===== config.mk =====
export PLATFORM = sky130hd
export DESIGN_NAME = te_window_ctrl
export DESIGN_NICKNAME = d
export VERILOG_FILES = /design/src/rtl/te_pkg.sv /design/src/rtl/te_pos_counter.sv /design/src/rtl/te_window_ctrl.sv
export SDC_FILE = /design/constraint.sdc
export NUM_CORES = 1
export LEC_CHECK = 0
export BUFFER_PORTS_ARGS = -buffer_cell sky130_fd_sc_hd__buf_2
export CAP_MARGIN = 30
export CELL_PAD_IN_SITES_DETAIL_PLACEMENT = 0
export CELL_PAD_IN_SITES_GLOBAL_PLACEMENT = 1
export CORE_MARGIN = 2
export CORE_UTILIZATION = 47
export CTS_CLUSTER_SIZE = 16
export DETAILED_ROUTE_END_ITERATION = 8
export PLACE_DENSITY_LB_ADDON = 0.1
export SETUP_SLACK_MARGIN = 0.15
export SLEW_MARGIN = 10
export SYNTH_ARGS = -nofsm -noshare
export SYNTH_HDL_FRONTEND = slang
export SYNTH_HIERARCHICAL = 1
export SYNTH_SLANG_ARGS = --single-unit
export TNS_END_PERCENT = 50

===== constraint.sdc =====
create_clock -name clk -period 2.3 [get_ports clk]
set_clock_uncertainty 0.05 [all_clocks]
set_input_delay 0.345 -clock clk [delete_from_list [all_inputs] [get_ports clk]]
set_output_delay 0.345 -clock clk [all_outputs]
set_load 0.02 [all_outputs]

===== src/rtl/te_pkg.sv =====
// Shared types and constants for the transmission-estimation window controller.
package te_pkg;

  typedef enum logic [1:0] {
    ST_IDLE  = 2'd0,
    ST_FILL  = 2'd1,
    ST_RUN   = 2'd2,
    ST_FLUSH = 2'd3
  } te_state_e;

  localparam logic [1:0] MODE_AUTO   = 2'b00;
  localparam logic [1:0] MODE_MEAN   = 2'b01;
  localparam logic [1:0] MODE_CENTER = 2'b10;

  // Weight bit order is {corner, edge, center}.
  localparam logic [2:0] WEIGHTS_MEAN   = 3'b000;
  localparam logic [2:0] WEIGHTS_CENTER = 3'b111;

endpackage


===== src/rtl/te_pos_counter.sv =====
// Raster row/column position counter with advance, wrap and first/last flags.
module te_pos_counter
  import te_pkg::*;
#(
  parameter int unsigned COLS = 8,
  parameter int unsigned ROWS = 8,
  localparam int unsigned COL_W = (COLS > 1) ? $clog2(COLS) : 1,
  localparam int unsigned ROW_W = (ROWS > 1) ? $clog2(ROWS) : 1
) (
  input  logic             clk,
  input  logic             rst_n,
  input  logic             i_clear,
  input  logic             i_adv,
  output logic [ROW_W-1:0] o_row,
  output logic [COL_W-1:0] o_col,
  output logic             o_wrap_c,
  output logic             o_first_row_c,
  output logic             o_last_row_c,
  output logic             o_first_col_c,
  output logic             o_last_col_c
);

  logic [ROW_W-1:0] r_row;
  logic [COL_W-1:0] r_col;

  assign o_row         = r_row;
  assign o_col         = r_col;
  assign o_first_row_c = (r_row == '0);
  assign o_last_row_c  = (r_row == ROW_W'(ROWS - 1));
  assign o_first_col_c = (r_col == '0);
  assign o_last_col_c  = (r_col == COL_W'(COLS - 1));
  assign o_wrap_c      = i_adv && o_last_col_c;

  // Column wraps at the row end; row wraps at the frame end.
  always_ff @(posedge clk or negedge rst_n) begin
    if (!rst_n) begin
      r_row <= '0;
      r_col <= '0;
    end else if (i_clear) begin
      r_row <= '0;
      r_col <= '0;
    end else if (i_adv) begin
      if (o_last_col_c) begin
        r_col <= '0;
        r_row <= o_last_row_c ? '0 : r_row + ROW_W'(1);
      end else begin
        r_col <= r_col + COL_W'(1);
      end
    end
  end

endmodule


===== src/rtl/te_window_ctrl.sv =====
// Frame sequencer for the 3x3 transmission-estimation window filter.
// Edge-adaptive weighting is built only when TE_WF_EDGE_ADAPT_EN is defined.
module te_window_ctrl
  import te_pkg::*;
#(
  parameter int unsigned IMG_WIDTH  = 512,
  parameter int unsigned IMG_HEIGHT = 512
) (
  input  logic       clk,
  input  logic       rst_n,
  input  logic       i_start,
  input  logic [1:0] i_cfg_mode,
  input  logic       i_in_valid,
  output logic       o_in_ready,
  input  logic       i_edge_flag,
  output logic       o_win_shift,
  output logic       o_pad_top,
  output logic       o_pad_bot,
  output logic       o_pad_left,
  output logic       o_pad_right,
  output logic       o_w_corner,
  output logic       o_w_edge,
  output logic       o_w_center,
  output logic       o_out_valid,
  input  logic       i_out_ready,
  output logic       o_out_last,
  output logic       o_busy,
  output logic       o_frame_done
);

  localparam int unsigned COL_W = (IMG_WIDTH > 1) ? $clog2(IMG_WIDTH) : 1;
  localparam int unsigned ROW_W = (IMG_HEIGHT > 1) ? $clog2(IMG_HEIGHT) : 1;

  te_state_e r_state;
  te_state_e w_state_nxt;

  logic       r_out_valid;
  logic       r_out_last;
  logic [2:0] r_weights;
  logic [1:0] r_mode;
  logic       r_busy;
  logic       r_frame_done;

  logic       w_in_ready;
  logic       w_flush_step;
  logic       w_load;
  logic       w_in_hs;
  logic       w_out_free;
  logic       w_arm;
  logic       w_active;
  logic       w_border;
  logic [2:0] w_weights;
  logic       w_unused_sink;

  logic [ROW_W-1:0] w_in_row;
  logic [COL_W-1:0] w_in_col;
  logic             w_in_wrap, w_in_first_row, w_in_last_row, w_in_first_col, w_in_last_col;
  logic [ROW_W-1:0] w_out_row;
  logic [COL_W-1:0] w_out_col;
  logic             w_out_wrap, w_out_first_row, w_out_last_row, w_out_first_col, w_out_last_col;

  assign w_out_free = !r_out_valid || i_out_ready;
  assign w_arm      = (r_state == ST_IDLE) && i_start;
  assign w_active   = (r_state != ST_IDLE);
  assign w_in_hs    = i_in_valid && w_in_ready;

  te_pos_counter #(.COLS(IMG_WIDTH), .ROWS(IMG_HEIGHT)) u_in_pos (
    .clk           (clk),
    .rst_n         (rst_n),
    .i_clear       (w_arm),
    .i_adv         (w_in_hs),
    .o_row         (w_in_row),
    .o_col         (w_in_col),
    .o_wrap_c      (w_in_wrap),
    .o_first_row_c (w_in_first_row),
    .o_last_row_c  (w_in_last_row),
    .o_first_col_c (w_in_first_col),
    .o_last_col_c  (w_in_last_col)
  );

  te_pos_counter #(.COLS(IMG_WIDTH), .ROWS(IMG_HEIGHT)) u_out_pos (
    .clk           (clk),
    .rst_n         (rst_n),
    .i_clear       (w_arm),
    .i_adv         (w_load),
    .o_row         (w_out_row),
    .o_col         (w_out_col),
    .o_wrap_c      (w_out_wrap),
    .o_first_row_c (w_out_first_row),
    .o_last_row_c  (w_out_last_row),
    .o_first_col_c (w_out_first_col),
    .o_last_col_c  (w_out_last_col)
  );

  always_ff @(posedge clk or negedge rst_n) begin
    if (!rst_n) r_state <= ST_IDLE;
    else        r_state <= w_state_nxt;
  end

  // FILL ends on pixel index IMG_WIDTH (row 1, col 0); the last output step waits for its handshake.
  always_comb begin
    w_state_nxt  = r_state;
    w_in_ready   = 1'b0;
    w_flush_step = 1'b0;
    w_load       = 1'b0;
    case (r_state)
      ST_IDLE: begin
        if (i_start) w_state_nxt = ST_FILL;
      end
      ST_FILL: begin
        w_in_ready = 1'b1;
        if (i_in_valid && (w_in_row == ROW_W'(1)) && w_in_first_col) w_state_nxt = ST_RUN;
      end
      ST_RUN: begin
        w_in_ready = w_out_free;
        w_load     = i_in_valid && w_out_free;
        if (w_load && w_in_last_row && w_in_last_col) w_state_nxt = ST_FLUSH;
      end
      ST_FLUSH: begin
        w_flush_step = w_out_free && !(r_out_valid && r_out_last);
        w_load       = w_flush_step;
        if (r_out_valid && r_out_last && i_out_ready) w_state_nxt = ST_IDLE;
      end
      default: w_state_nxt = ST_IDLE;
    endcase
  end

  assign w_border = w_out_first_row || w_out_last_row || w_out_first_col || w_out_last_col;

  // Border centres always take mean weights regardless of mode.
  always_comb begin
    w_weights = WEIGHTS_MEAN;
    if (!w_border) begin
      case (r_mode)
        MODE_CENTER: w_weights = WEIGHTS_CENTER;
`ifdef TE_WF_EDGE_ADAPT_EN
        MODE_AUTO:   w_weights = i_edge_flag ? WEIGHTS_CENTER : WEIGHTS_MEAN;
`endif
        default:     w_weights = WEIGHTS_MEAN;
      endcase
    end
  end

  always_ff @(posedge clk or negedge rst_n) begin
    if (!rst_n) begin
      r_out_valid  <= 1'b0;
      r_out_last   <= 1'b0;
      r_weights    <= WEIGHTS_MEAN;
      r_mode       <= MODE_AUTO;
      r_busy       <= 1'b0;
      r_frame_done <= 1'b0;
    end else begin
      r_frame_done <= (r_state == ST_FLUSH) && r_out_valid && r_out_last && i_out_ready;
      r_busy       <= (w_state_nxt != ST_IDLE);
      if (w_arm) r_mode <= i_cfg_mode;
      if (w_load) begin
        r_out_valid <= 1'b1;
        r_out_last  <= w_out_last_row && w_out_last_col;
        r_weights   <= w_weights;
      end else if (i_out_ready) begin
        r_out_valid <= 1'b0;
      end
    end
  end

`ifdef TE_WF_EDGE_ADAPT_EN
  assign w_unused_sink = ^{w_in_col, w_in_wrap, w_in_first_row, w_out_row, w_out_col, w_out_wrap};
`else
  assign w_unused_sink = ^{w_in_col, w_in_wrap, w_in_first_row, w_out_row, w_out_col, w_out_wrap,
                           i_edge_flag};
`endif

  assign o_in_ready   = w_in_ready;
  assign o_win_shift  = w_in_hs || w_flush_step;
  assign o_pad_top    = w_active && w_out_first_row;
  assign o_pad_bot    = w_active && w_out_last_row;
  assign o_pad_left   = w_active && w_out_first_col;
  assign o_pad_right  = w_active && w_out_last_col;
  assign o_w_corner   = r_weights[2];
  assign o_w_edge     = r_weights[1];
  assign o_w_center   = r_weights[0];
  assign o_out_valid  = r_out_valid;
  assign o_out_last   = r_out_last;
  assign o_busy       = r_busy;
  assign o_frame_done = r_frame_done;

endmodule


# Word-level counts from Yosys, hierarchy flattened
# Cells that the tools add are included.
[word_totals]
wordCells = 88
output_inout_bits = 13
input_bits = 8
ff_bits = 47
[op_classes]
add_sub_neg = 4
eq_ne = 9
mux = 26
n_reduce_logical = 38
[ops]
columns = ["op", "n"]
rows = [
  ["$mux 9", 14],
  ["$add 9x1->9 const B", 4],
  ["$eq 9x9->1 const B", 4],
  ["$logic_not 9->1", 3],
  ["$logic_and 1x1->1", 18],
  ["$reduce_bool 2->1", 7],
  ["$eq 9x1->1 const B", 1],
  ["$mux 2", 4],
  ["$pmux 2 s4", 1],
  ["$eq 2x2->1 const B", 3],
  ["$mux 3", 2],
  ["$logic_or 1x1->1", 5],
  ["$pmux 1 s2", 2],
  ["$reduce_and 2->1", 2],
  ["$mux 1", 3],
  ["$eq 2x1->1 const B", 1],
  ["$logic_not 1->1", 2],
  ["$logic_not 2->1", 1],
]

# Logic depth before layout (Yosys ltp)
# Gate-level depths: netlist (run 1).
[depth]
depth_word = 8
depth_mapped = 9
ltp_nobuf = 8

# By module
# The synthesis (run 1) kept the hierarchy.
[by_module_without_submodules]
columns = ["module", "seq_area_each_um2", "area_each_um2", "instances", "cells_each"]
rows = [
  ["te_pos_counter", 450.4, 1102.3, 2, 121],
  ["te_window_ctrl", 225.2, 651.9, 1, 65],
]

# Worst setup path before layout (run 1)
# Ideal clock, no wire load.
[synth_path]
path_kind = "register to register"
from = "register r_state[1]"
to = "register u_in_pos.r_row[4] (netlist: u_in_pos/o_row[4])"
arrival_time_ns = 2.089
setup_slack_ns = 0.083
path_stages_with_launch = 8
path_buffers = 0
period_less_slack_ns = 2.217
required_ns = 2.172
setup_time_ns = 0.078
cell_sequence = "dfrtp_1 > inv_1 > ha_1 > nor2b_1 > and2_1 > nand3b_1 > or4b_1 > a21oi_1"
[synth_via]
elab_chain_len = 5
elab_cells_between_ends = 10
classes_between = "eq/ne: 2; mux: 2; reduce/logical: 6"
[synth_lines]
columns = ["element", "line", "text"]
rows = [
  ["from (decl)", "te_window_ctrl.sv:34", "te_state_e r_state;"],
  ["from (signal assigned)", "te_window_ctrl.sv:97", "else r_state <= w_state_nxt;"],
  ["$eq 2x2->1 or $eq 2x1->1 (tied branches)", "te_window_ctrl.sv:106", "case (r_state)"],
  ["$pmux 1 s2 *", "te_window_ctrl.sv:106", ""],
  ["via o_in_ready", "te_window_ctrl.sv:14", "output logic o_in_ready,"],
  ["$logic_and 1x1->1 *", "te_window_ctrl.sv:65", "assign w_in_hs = i_in_valid && w_in_ready;"],
  ["via w_in_hs", "te_window_ctrl.sv:47", "logic w_in_hs;"],
  ["$reduce_bool 2->1 (no line) *", "-", ""],
  ["$reduce_and 2->1 (no line) *", "-", ""],
  ["to (signal assigned)", "te_pos_counter.sv:45", "r_row <= o_last_row_c ? '0 : r_row + ROW_W'(1);"],
  ["to (decl)", "te_pos_counter.sv:23", "logic [ROW_W-1:0] r_row;"],
]
# The timed path passes the listed nets; every way through them passes the cells marked *.
# A chain may end at the register's enable or synchronous reset.

# Worst setup path after layout (run 1)
[layout_path]
from = "register u_out_pos.r_col[4] (netlist: u_out_pos/o_col[4])"
to = "output o_pad_left"
[layout_via]
elab_chain_len = 2
[layout_lines]
columns = ["element", "line", "text"]
rows = [
  ["from (decl)", "te_pos_counter.sv:24", "logic [COL_W-1:0] r_col;"],
  ["from (signal assigned)", "te_pos_counter.sv:47", "r_col <= r_col + COL_W'(1);"],
  ["$logic_not 9->1", "te_pos_counter.sv:30", "assign o_first_col_c = (r_col == '0);"],
  ["via w_out_first_col", "te_window_ctrl.sv:60", "logic w_out_wrap, w_out_first_row, w_out_last_row, w_out_first_col, w_out_last_col;"],
  ["$logic_and 1x1->1", "te_window_ctrl.sv:177", "assign o_pad_left = w_active && w_out_first_col;"],
  ["to (decl)", "te_window_ctrl.sv:19", "output logic o_pad_left,"],
]
# The timed path passes the listed nets, and every way through them passes these cells.

==> results.md, run 1 <==
* Outcome: completed
* Post-Route Setup TNS at 0 ps
* Port Buffer Count at 19
* Number of antenna violations at the first check in global routing at 0
* Final design utilization at 58.7%
* Min Clock Period, post-route at 2160 ps
* Total Wirelength at 6520 um
* Die Footprint at 6650 um^2
* CP Data Arrival Time at 1770 ps
* Transition time of the tightest slew-check pin at 342 ps
* Max rail drop VDD at 0.000463 V
* Worst Path Class, Setup: flop to primary output
* Global-route wire length before repair at 10300 um
* Area of the multi-input gates at 1600 um^2
* Reg-to-reg slack, setup at 180 ps
* Number of optimization iterations in the first detailed-route pass at 4
* Internal power of the cells at 1.36 mW
* Net switching power of the design at 0.647 mW
* Hold worst-path end: r_mode[1]
* Warning count from the yosys run at 6
* Die Width at 81.6 um
* DRC marker count from the first detailed-route iteration at 93
* Antenna-violating nets left at 0
* Clk Tree Root Cell: sky130_fd_sc_hd__clkbuf_8
* Clock insertion delay at the later pin of the skew report at 310 ps
* Number of cells traversed by the worst hold path at 2
* LEAKAGE at 1.57 nW
* Vias per Instance at 5.58
* Level count of the clock H-tree at 2
* Clock transition at the registers of the reported paths at 90 ps
* Layout overhead on the synthesized area at 21.5%
* Ratio of cells with drive above 1 in the final layout at 30.6%
* Number of global-route vias before repair at 2245
* Part of the total power dissipated in combinational logic at 26.5%
* Critical Path Start Type: flop
* Congestion Overflow GR at 0
* Slew margin rel. at 77.2%
* Sw frac at 32.2%
* Power density of the placed cells at 586 nW/um^2
* Largest net degree at the start of global routing at 21
* Number of remaining DRC errors at 0
* Timing startpoint of the critical path: u_out_pos/o_col[4]
* Worst min path class: input pin to flop
* Flop pwr share at 48.8%
* Sinks on Clock Net at 45
* Placeable Area at 5850 um^2
* Antenna diodes at 0
* Slew Limit Fails at 0
* Largest fanout of any net on the critical path at 4
* Endpoint required time on the critical path at 1900 ps
* Sequential standard cell area at 1130 um^2
* Kind of end point of the critical path: primary output
* Final total power at 2.01 mW
* Final setup violation count at 0
* Startpoint of the worst hold path: i_cfg_mode[1]
* Maximum clock frequency at 0.463 GHz
* Max cap viols at 0
* Number of cells on the worst reg-to-reg path at 8
* Number of nets in the synthesized netlist at 326
* WL/cell at 15.0 um
* Summed instance area of the synthesized netlist at 2830 um^2
* Via count of the routed design at 2428
* RSZ-0062 raised after global routing: true
* Final worst-path cycle share at 93.9%
* Startpoint of the most critical register-to-register path: u_out_pos/o_col[1]
* Post-Synthesis Mean Instance Area at 9.36 um^2
* Combined global-route utilization of all metal layers at 20.1%
* Fill cell count at 539
* CTS tree: done
* Initial core utilization at 48.3%
* Capturing point of the worst reg2reg path: u_out_pos/o_row[4]
* Post-DP HPWL at 4640 um
* Die Ht at 81.6 um
* Nets at 383
* Mapped Cells at 302
* Number of rows created at floorplan at 28
* Final count of hold timing violations at 0
* Worst-case clock buffer depth at 2
* I/O pin cnt at 21
* Final RePlAce weighted congestion at 0.807
* Portion of total power attributed to the clock network at 24.7%
* TritonCTS buffer count at 5
[how the worst max path moves through the flow]
stage,to,cells past startpoint,slack (ps)
after detailed placement,u_out_pos/o_row[4],8,120
after floorplan,u_in_pos/o_row[4],8,210
after global routing,u_out_pos/o_row[4],8,40
after global placement,u_out_pos/o_row[2],8,120
after CTS,o_pad_right,6,110
final,o_pad_left,5,140
[stage by stage]
step	worst slack, ps	area, um^2	std cells	hold WS, ps
floorplan	214	2830	302	-0.591
global placement	118	3160	413	211
detailed placement	121	3160	413	218
CTS	105	3280	424	218
global route	37.3	3440	435	212
finish	139	3440	435	219
[flip-flops by register name (all words and copies together), names as in the netlist]
signal and flops:
o_out_last 1, r_state 2, o_busy 1, u_out_pos/o_row 9
r_mode 2, o_out_valid 1, u_in_pos/o_row 9, r_weights 1
u_in_pos/o_col 9, o_frame_done 1, u_out_pos/o_col 9
[what timing repair did]
item | in CTS | in global routing
hold buffers | 1 | 0
gates cloned | 0 | 0
buffers inserted | 2 | 11
setup endpoints to repair | 9 | 22
pin swaps | 1 | 7
hold endpoints to repair | 12 | 0
resized for setup | 5 | 22
[per-layer routing]
metal  track usage (%)  up-vias  routed length (um)
met4              6.78        0                  95
li1                  -     1215                   -
met1              26.7     1169                3110
met2              32.9       35                3100
met3              3.52        9                 204
met5                 0        -                   0
[placed cells by master (no fill, tap or decap), types with 12 or more instances in the layout]
cell and count:
sky130_fd_sc_hd__buf_2 18, sky130_fd_sc_hd__dfrtp_1 43, sky130_fd_sc_hd__buf_4 44, sky130_fd_sc_hd__inv_1 17, sky130_fd_sc_hd__a21oi_1 28, sky130_fd_sc_hd__nand2_1 22, sky130_fd_sc_hd__nand3_1 12, sky130_fd_sc_hd__o21ai_0 13
sky130_fd_sc_hd__nor2_1 22, sky130_fd_sc_hd__ha_1 12
[worst max-delay path, cell delays in order (launching register included)]
cell and delay, ps:
sky130_fd_sc_hd__dfrtp_1 400, sky130_fd_sc_hd__buf_4 150, sky130_fd_sc_hd__nor4_1 260, sky130_fd_sc_hd__and4b_1 310, sky130_fd_sc_hd__nor2b_1 170, sky130_fd_sc_hd__buf_2 180
[cell type report]
class | count | share of cell area (%)
clock buffer | 5 | 2.00
clock inverter | 3 | 0.510
inverter | 19 | 2.15
multi-input combinational | 223 | 46.5
sequential | 45 | 32.8
tap | 75 | 2.73
timing repair buffer | 65 | 13.3
[power groups by stage]
stage | sequential [mW] | clock (mW) | combinational (mW)
2_1_floorplan | 0.978 | 0 | 0.276
3_3_place_gp | 0.987 | 0 | 0.435
3_5_place_dp | 0.990 | 0 | 0.440
4_1_cts | 0.977 | 0.514 | 0.444
5_1_grt | 0.992 | 0.546 | 0.599
6_report | 0.982 | 0.497 | 0.534
No activity file was read; power rests on OpenSTA's default activity.
==> run 2: changes to the inputs <==
--- a/config.mk
+++ b/config.mk
@@ -10,7 +10,7 @@
 export CELL_PAD_IN_SITES_DETAIL_PLACEMENT = 0
 export CELL_PAD_IN_SITES_GLOBAL_PLACEMENT = 1
 export CORE_MARGIN = 2
-export CORE_UTILIZATION = 47
+export CORE_UTILIZATION = 41
 export CTS_CLUSTER_SIZE = 16
 export DETAILED_ROUTE_END_ITERATION = 8
 export PLACE_DENSITY_LB_ADDON = 0.1
==> run 2 against run 1 <==
Critical path depth unchanged. Flip-flop and latch count unchanged. Hold slack improved by 33 ps. Total power is 3.4% lower. Die area is 14% higher. Sequential power decreased by 2.3%. Final area shrank 2.1%. Worst setup slack better by 55 ps. Non-clock buffer count down 7. Via count shrank 0.12%. Wire length down 0.71%. Clock power is 3% lower.
==> results.md, run 2 (synthesis results as in run 1) <==
* Post-DP HPWL at 4810 um (+3.6%)
* Total Wirelength at 6470 um (-0.71%)
* Via count of the routed design at 2425 (-0.12%)
* Worst Path Class, Setup: flop to primary output
* Combined global-route utilization of all metal layers at 18.0% (-2.0 points)
* CP Data Arrival Time at 1710 ps (-60 ps)
* Max cap viols at 0 (unchanged)
* Endpoint required time on the critical path at 1900 ps (about the same)
* Kind of end point of the critical path: primary output
* Commonest cells after routing, fill and taps aside: sky130_fd_sc_hd__dfrtp_1, sky130_fd_sc_hd__buf_4, sky130_fd_sc_hd__a21oi_1
* Maximum clock frequency at 0.475 GHz (+2.6%)
* Port Buffer Count at 19 (unchanged)
* Number of rows created at floorplan at 30 (+7.1%)
* Die Width at 87.0 um (+6.7%)
* Post-Route Setup TNS at 0 ps (unchanged)
* Number of optimization iterations in the first detailed-route pass at 4 (unchanged)
* Congestion Overflow GR at 0 (unchanged)
* Max rail drop VDD at 0.000400 V (-13%)
* Detailed route wirelength on metal3 at 205 um (+0.49%)
* DRT met1 WL at 3160 um (+1.5%)
* Met2 wirelength from detailed routing at 3070 um (-0.97%)
* Die Ht at 87.0 um (+6.7%)
* Number of antenna violations at the first check in global routing at 0 (unchanged)
* Initial core utilization at 42.1% (-6.2 points)
* Antenna-violating nets left at 0 (unchanged)
* Vias per Instance at 5.60 (+0.34%)
* Die Footprint at 7580 um^2 (+14%)
* Number of cells on the worst reg-to-reg path at 8 (unchanged)
* Transition time of the tightest slew-check pin at 442 ps (+99.9 ps)
* Nets at 376 (-1.8%)
* TritonCTS buffer count at 5 (unchanged)
* LEAKAGE at 1.50 nW (-4.8%)
* Fill cell count at 650 (+21%)
* Clk Tree Root Cell: sky130_fd_sc_hd__clkbuf_8
* I/O pin cnt at 21 (unchanged)
* Critical Path Start Type: flop
* Commonest non-fill, non-tap cell in the layout: sky130_fd_sc_hd__dfrtp_1
* Worst-case clock buffer depth at 2 (unchanged)
* Slew margin rel. at 70.5% (-6.7 points)
* Final total power at 1.94 mW (-3.4%)
* Final count of hold timing violations at 0 (unchanged)
* Number of global-route vias before repair at 2232 (-0.58%)
* Layout overhead on the synthesized area at 19.0%
* Ratio of cells with drive above 1 in the final layout at 29.2% (-1.4 points)
* Final setup violation count at 0 (unchanged)
* Antenna diodes at 0 (unchanged)
* DP Worst Slack at 83.1 ps (-38.1 ps)
* DRC marker count from the first detailed-route iteration at 129 (+39%)
* CTS tree: done
* Power density of the placed cells at 578 nW/um^2 (-1.3%)
* Level count of the clock H-tree at 2 (unchanged)
* Largest net degree at the start of global routing at 20 (-4.8%)
* Sinks on Clock Net at 45 (unchanged)
* Placeable Area at 6720 um^2 (+15%)
* Number of cells traversed by the worst hold path at 2 (unchanged)
* Highest metal layer with signal wires: met4
* Min Clock Period, post-route at 2110 ps (-55.4 ps)
* Worst min path class: input pin to flop
* Clock transition at the registers of the reported paths at 90 ps (about the same)
* RSZ-0062 raised after global routing: true
* Clock insertion delay at the later pin of the skew report at 290 ps (-20 ps)
* WL/cell at 14.9 um (-0.25%)
* Global-route wire length before repair at 10900 um (+5.8%)
* Number of remaining DRC errors at 0 (unchanged)
* Largest fanout of any net on the critical path at 4 (unchanged)
* Slew Limit Fails at 0 (unchanged)
* Final RePlAce weighted congestion at 0.794 (-1.6%)
* Post-layout worst setup margin at 195 ps (+55.4 ps)
* Final worst-path cycle share at 91.5% (-2.4 points)
* Outcome: completed
[run 2: changes by cell type in the layout (fill, tap and decap cells not counted), moves of 2 or more]
cell / before / now
sky130_fd_sc_hd__buf_4: 44 / 38
sky130_fd_sc_hd__ha_1: 12 / 10
sky130_fd_sc_hd__ha_2: 2 / 5
sky130_fd_sc_hd__nand2_1: 22 / 24
[run 2: cell type report]
class	count	area, um^2	area share [%]
sequential	45	1130	33.6
inverter	19	71.3	2.12
clock inverter	2	10.0	0.298
tap	80	100	2.98
multi-input combinational	223	1570	46.6
clock buffer	6	72.6	2.16
timing repair buffer	58	412	12.2
[run 2: worst paths after layout]
kind	from	end	slack [ps]
worst max-delay path	u_out_pos/o_col[4]	o_pad_left	190
worst min-delay path	i_cfg_mode[1]	r_mode[1]	250
worst max register to register	r_state[0]	u_in_pos/o_row[4]	210
worst min register to register	r_mode[1]	r_mode[1]	460
max in group asynchronous	rst_n	u_in_pos/o_col[1]	1150
min in group asynchronous	rst_n	o_out_last	470
[run 2: critical path, cell delays in order, from the launching register on]
cell	delay [ps]
sky130_fd_sc_hd__dfrtp_1	410
sky130_fd_sc_hd__buf_4	160
sky130_fd_sc_hd__nor4_1	240
sky130_fd_sc_hd__and4b_1	310
sky130_fd_sc_hd__nor2b_1	140
sky130_fd_sc_hd__buf_2	160
[run 2: routing by layer]
metal / track usage (%) / up-vias
met2: 28.7 / 42
met5: 0 / -
met3: 2.94 / 2
li1: - / 1203
met4: 3.84 / 0
met1: 25.8 / 1178
[run 2: timing repair]
item,CTS,global route
pin swaps,1,5
gates resized for setup,6,15
hold endpoints to repair,17,0
buffers inserted,3,4
endpoints found under the setup margin,11,18
hold buffers,1,0
[run 2: through the flow]
stage               cells  area (um^2)  utilization, %  hold slack (ps)
floorplan             302         2830               -           -0.591
global placement      417         3170            47.1              260
detailed placement    417         3170            47.1              268
CTS                   429         3290            49.0              243
global route          433         3360            50.1              245
finish                433         3360            50.1              251
[run 2: power by group]
part           leakage (nW)  switching, mW  total [mW]  internal (mW)
Clock                0.0450          0.270       0.481          0.211
Combinational         0.870          0.263       0.504          0.240
Sequential            0.582         0.0780       0.959          0.881
